===== src/rtl/ex_result_stage.sv =====
// Execute-stage result stage: selects and sign-extends the writeback value, maintains the
// N/Z/V flag register and the EX/MEM pipeline register, and tracks the sticky HALT state.
module ex_result_stage (
  input  logic        clk,
  input  logic        rst,
  input  logic        stall,
  input  logic        flush,
  input  logic        in_valid,
  input  logic [3:0]  opcode,
  input  logic [15:0] alu_result,
  input  logic        alu_ovfl,
  input  logic [6:0]  red_result,
  input  logic [3:0]  rd,
  input  logic        reg_write,
  input  logic        mem_read,
  input  logic        mem_write,
  input  logic [15:0] store_data,
  output logic        ex_valid,
  output logic [15:0] ex_result,
  output logic [3:0]  ex_rd,
  output logic        ex_reg_write,
  output logic        ex_mem_read,
  output logic        ex_mem_write,
  output logic [15:0] ex_store_data,
  output logic        flag_z,
  output logic        flag_v,
  output logic        flag_n,
  output logic        halted
);

  localparam logic [3:0] OP_ADD = 4'b0000;
  localparam logic [3:0] OP_SUB = 4'b0001;
  localparam logic [3:0] OP_XOR = 4'b0010;
  localparam logic [3:0] OP_RED = 4'b0011;
  localparam logic [3:0] OP_SLL = 4'b0100;
  localparam logic [3:0] OP_SRA = 4'b0101;
  localparam logic [3:0] OP_ROR = 4'b0110;
  localparam logic [3:0] OP_HLT = 4'b1111;

  typedef enum logic {S_RUN, S_HALT} state_t;

  state_t      state_q, state_d;
  logic        halted_q, halted_d;
  logic        valid_q, valid_d;
  logic [15:0] result_q, result_d;
  logic [3:0]  rd_q, rd_d;
  logic        rw_q, rw_d;
  logic        mr_q, mr_d;
  logic        mw_q, mw_d;
  logic [15:0] sd_q, sd_d;
  logic        z_q, z_d;
  logic        v_q, v_d;
  logic        n_q, n_d;

  logic [15:0] sel_result;
  logic        accept;
  logic        is_hlt;
  logic        live;

  always_comb begin
    sel_result = (opcode == OP_RED) ? {{9{red_result[6]}}, red_result} : alu_result;
    is_hlt     = (opcode == OP_HLT);
    accept     = in_valid & ~stall & ~flush & (state_q == S_RUN);
    // HLT itself travels down the pipe as a valid entry with no side effects
    live       = in_valid & ~is_hlt;

    state_d  = state_q;
    valid_d  = valid_q;
    result_d = result_q;
    rd_d     = rd_q;
    rw_d     = rw_q;
    mr_d     = mr_q;
    mw_d     = mw_q;
    sd_d     = sd_q;
    z_d      = z_q;
    v_d      = v_q;
    n_d      = n_q;

    if (accept) begin
      case (opcode)
        OP_ADD, OP_SUB: begin
          z_d = (sel_result == 16'h0000);
          n_d = sel_result[15];
          v_d = alu_ovfl;
        end
        OP_XOR, OP_SLL, OP_SRA, OP_ROR: z_d = (sel_result == 16'h0000);
        default: ;
      endcase
      if (is_hlt) state_d = S_HALT;
    end

    if (flush || (!stall && state_q == S_HALT)) begin
      valid_d  = 1'b0;
      result_d = 16'h0000;
      rd_d     = 4'h0;
      rw_d     = 1'b0;
      mr_d     = 1'b0;
      mw_d     = 1'b0;
      sd_d     = 16'h0000;
    end else if (!stall) begin
      valid_d  = in_valid;
      result_d = sel_result;
      rd_d     = rd;
      rw_d     = live & reg_write;
      mr_d     = live & mem_read;
      mw_d     = live & mem_write;
      sd_d     = store_data;
    end

    halted_d = (state_d == S_HALT);
  end

  always_ff @(posedge clk or posedge rst) begin
    if (rst) begin
      state_q  <= S_RUN;
      halted_q <= 1'b0;
      valid_q  <= 1'b0;
      result_q <= 16'h0000;
      rd_q     <= 4'h0;
      rw_q     <= 1'b0;
      mr_q     <= 1'b0;
      mw_q     <= 1'b0;
      sd_q     <= 16'h0000;
      z_q      <= 1'b0;
      v_q      <= 1'b0;
      n_q      <= 1'b0;
    end else begin
      state_q  <= state_d;
      halted_q <= halted_d;
      valid_q  <= valid_d;
      result_q <= result_d;
      rd_q     <= rd_d;
      rw_q     <= rw_d;
      mr_q     <= mr_d;
      mw_q     <= mw_d;
      sd_q     <= sd_d;
      z_q      <= z_d;
      v_q      <= v_d;
      n_q      <= n_d;
    end
  end

  assign ex_valid      = valid_q;
  assign ex_result     = result_q;
  assign ex_rd         = rd_q;
  assign ex_reg_write  = rw_q;
  assign ex_mem_read   = mr_q;
  assign ex_mem_write  = mw_q;
  assign ex_store_data = sd_q;
  assign flag_z        = z_q;
  assign flag_v        = v_q;
  assign flag_n        = n_q;
  assign halted        = halted_q;

endmodule


===== config.mk =====
export PLATFORM = sky130hd
export DESIGN_NAME = ex_result_stage
export DESIGN_NICKNAME = d
export VERILOG_FILES = /design/src/rtl/ex_result_stage.sv
export SDC_FILE = /design/constraint.sdc
export NUM_CORES = 1
export LEC_CHECK = 0
export BUFFER_PORTS_ARGS = -buffer_cell sky130_fd_sc_hd__buf_2
export CORE_MARGIN = 2
export CORE_UTILIZATION = 44
export DETAILED_ROUTE_END_ITERATION = 7
export GPL_TIMING_DRIVEN = 0
export PLACE_DENSITY = 0.8
export SYNTH_ARGS = -nofsm -noshare
export SYNTH_HDL_FRONTEND = slang
export SYNTH_SLANG_ARGS = --single-unit
export TNS_END_PERCENT = 1

===== constraint.sdc =====
create_clock -name clk -period 1.73 [get_ports clk]
set_input_delay 0.4325 -clock clk [delete_from_list [all_inputs] [get_ports clk]]
set_output_delay 0.4325 -clock clk [all_outputs]
set_load 0.05 [all_outputs]

==> qor.txt <==
Shortest clock period the worst path allows after layout -> 1.55 ns
Highest net fanout along the worst path -> 2
Area after DPL -> 0.00237 mm^2
Routed wirelength normalized by instance count -> 13.8 um
Proportion of register bits with asynchronous set or reset after synthesis -> 100%
Number of synthesized register bits -> 44
FF-to-FF setup slack -> 0.23 ns
Max VDD drop -> 0.588 mV
Number of failing setup endpoints in the final timing report -> 0
Worst min-delay path category -> primary input to asynchronous set/reset pin
Post-synthesis cell type count -> 25
Cell Count Post-Placement -> 307
Vias per cell -> 5.16
Final routed DRC violation total -> 0
Detailed Route WL -> 4.32 mm
Period utilization -> 89.7%
Kind of start point of the critical path -> primary input
Placed wire-length estimate -> 3.37 mm
Post-route design area -> 0.00251 mm^2
Worst-path clk slew -> 0.08 ns
DRC violation total after the first TritonRoute iteration -> 85
Setup CP Type -> primary input to flip-flop
Num ports -> 100
Number of flops mapped to enable cells by yosys -> 0
Max Fclk -> 0.645 GHz
Synthesis-to-finish area growth -> 39.7%
Chip Height -> 67.9 um
Inserted Diodes -> 0
Setup Buffers After CTS -> 0
Clock sink count -> 44
Later-pin clock latency in the skew report -> 0.29 ns
Max Slew Vio Count -> 0
R2r startpoint -> halted
Post-Route Hold Slack -> 0.0982 ns
Number of I/O port buffers -> 99
Count of non-filler cells in the finished layout -> 314
Die Footprint -> 0.00461 mm^2
H-tree Lvls -> 2
Total power after layout -> 2.57 mW
Post-detailed-route count of antenna-violating nets -> 0
Worst slack after detailed placement -> -0.116 ns
Aggregate global-route resource usage -> 19.0%
Critical path capture point type -> flip-flop
Syn Inst Count -> 157
Static Leak -> 1.38 nW
Unrepaired setup endpoints after global routing -> no
Outcome -> finished, final reports clean
Main flop type after synthesis -> sky130_fd_sc_hd__dfrtp_1
Max-cap violations -> 0
Cell chain of the critical path -> buf_2 > or4_1 > nor3_1 > a31oi_1 > o41ai_2
Slew HR -> 68.8%
Vias in the first global route -> 1,459
Horizontal extent of the die -> 67.9 um
Number of buffers created by CTS -> 5
Arrival time at the worst endpoint -> 1.74 ns
Clock root buffer -> sky130_fd_sc_hd__clkbuf_8
First-pass GRT wire length -> 6.52 mm
TNS Setup -> 0 ns
Ys Warns -> 0
Clock tree from TritonCTS -> done
Worst path top cell family by delay -> simple AND/OR/NAND/NOR gates
Delay of the slowest cell on the worst path -> 0.51 ns
Core region area -> 0.00397 mm^2
PD cells -> 1030 mW/mm^2
Site Rows -> 23
Avg Inst Size Synth -> 11.4 um^2
Antenna violations before repair -> 0
Syn nets -> 213
Tightest Pin Transition -> 0.467 ns
WP buf/inv -> 1
Final setup skew -> 0.00603 ns
Req. time, crit path -> 1.92 ns
Initial cell density of the core -> 45.2%
Netlist area before placement -> 0.00180 mm^2
Total count of hold-check failures in the final report -> 0
Core occupancy in the finished layout -> 63.1%
Final worst-path setup slack -> 0.179 ns
Pin count of the biggest net entering global routing -> 30
TritonRoute pass-1 iters -> 4
Worst R2R End -> ex_result[0]
R2R depth -> 4
RD Place Congestion -> 0.801
Via total after detailed routing -> 1,619
Net total in the final layout -> 320
Ratio of cells with drive above 1 in the final layout -> 43.6%
Final global-route overflow total -> 0
Register area share after synthesis -> 61.3%
Slowest CP cell -> sky130_fd_sc_hd__or4_1
Maximum buffer depth of the clock tree -> 2
[registers in the layout, summed over array words and instances (netlist names)]
signal / flops
ex_valid: 1
ex_result: 16
flag_v: 1
ex_mem_write: 1
ex_rd: 4
halted: 1
ex_reg_write: 1
flag_n: 1
flag_z: 1
ex_store_data: 16
ex_mem_read: 1
[cells in the mapped netlist (all sizes together) (2+ instances only)]
library cell,instances,area (um^2)
dfrtp,44,1100
a22o,23,201
nand2,21,78.8
o21ai,17,85.1
a21oi,12,60.1
clkbuf,9,33.8
mux2i,6,60.1
nor3,4,20.0
nor2,3,13.8
or4,3,26.3
inv,2,7.51
nand3,2,10.0
[power breakdown]
part | leakage, nW | internal [mW] | switching, mW
clock network | 0.0642 | 0.568 | 0.326
registers | 0.586 | 1.09 | 0.0369
logic | 0.727 | 0.155 | 0.391
total | 1.38 | 1.82 | 0.754
[worst max path at each step]
stage                   startpoint                 to  cells after the start
CTS                         halted  ex_store_data[15]                      3
detailed placement  alu_result[11]             flag_z                      5
global placement               rst       ex_result[5]                      2
global route                halted       ex_result[4]                      4
finish              alu_result[11]             flag_z                      5
floorplan                   halted             flag_v                      3
[worst reg2reg max path, delay by kind of cell, from the launching register on]
kind | cells | cell delay, ns
DFF | 1 | 0.42
buffers and inverters | 2 | 0.42
and+or+nand+nor | 1 | 0.37
AOI/OAI and AO/OA | 1 | 0.22
[repair_timing]
item                                    4_1_cts  5_1_grt
hold buffers                                  0        0
endpoints found under the setup margin        0       22
gates resized for setup                       0        1
[per-layer routing]
metal / vias up / share of wire (%) / wire length (um) / GRT usage [%]
li1: 786 / - / - / -
met4: 0 / 0.93 / 40 / 7.00
met3: 5 / 5.3 / 231 / 3.29
met5: - / 0 / 0 / 0
met2: 50 / 50 / 2160 / 31.1
met1: 778 / 44 / 1890 / 25.3
[layout make-up]
type	count	area, um^2
Buffer	10	41.3
Clock buffer	5	68.8
Clock inverter	2	60.1
Fill cell	339	1460
Inverter	2	7.51
Multi-Input combinational cell	101	651
Sequential cell	44	1100
Tap cell	50	62.6
Timing Repair Buffer	100	515
[placed cells by master, fill, tap and decap left out]
cell and instances:
sky130_fd_sc_hd__a21oi_1 12, sky130_fd_sc_hd__a22o_1 23, sky130_fd_sc_hd__a31oi_1 1, sky130_fd_sc_hd__and3_1 1
sky130_fd_sc_hd__buf_12 1, sky130_fd_sc_hd__buf_2 99, sky130_fd_sc_hd__buf_4 1, sky130_fd_sc_hd__bufinv_16 2
sky130_fd_sc_hd__clkbuf_1 9, sky130_fd_sc_hd__clkbuf_8 5, sky130_fd_sc_hd__dfrtp_1 44, sky130_fd_sc_hd__inv_1 1
sky130_fd_sc_hd__inv_2 1, sky130_fd_sc_hd__mux2_2 1, sky130_fd_sc_hd__mux2i_1 6, sky130_fd_sc_hd__nand2_1 21
sky130_fd_sc_hd__nand3_1 2, sky130_fd_sc_hd__nand4_1 1, sky130_fd_sc_hd__nand4bb_1 1, sky130_fd_sc_hd__nor2_1 2
sky130_fd_sc_hd__nor2_2 1, sky130_fd_sc_hd__nor2b_1 1, sky130_fd_sc_hd__nor3_1 3, sky130_fd_sc_hd__nor3_2 1
sky130_fd_sc_hd__nor4_2 1, sky130_fd_sc_hd__o21ai_0 17, sky130_fd_sc_hd__o21bai_1 1, sky130_fd_sc_hd__o41ai_2 1
sky130_fd_sc_hd__or3_1 1, sky130_fd_sc_hd__or4_1 2, sky130_fd_sc_hd__or4_4 1
[kinds of logic after synthesis]
logic type	after synthesis	synth area share, %
and+or+nand+nor	39	11.0
AOI/OAI and AO/OA	55	21.0
muxes	7	3.97
buffers and inverters	12	2.72
DFF	44	61.3
Power figures use the tool's default switching activity.
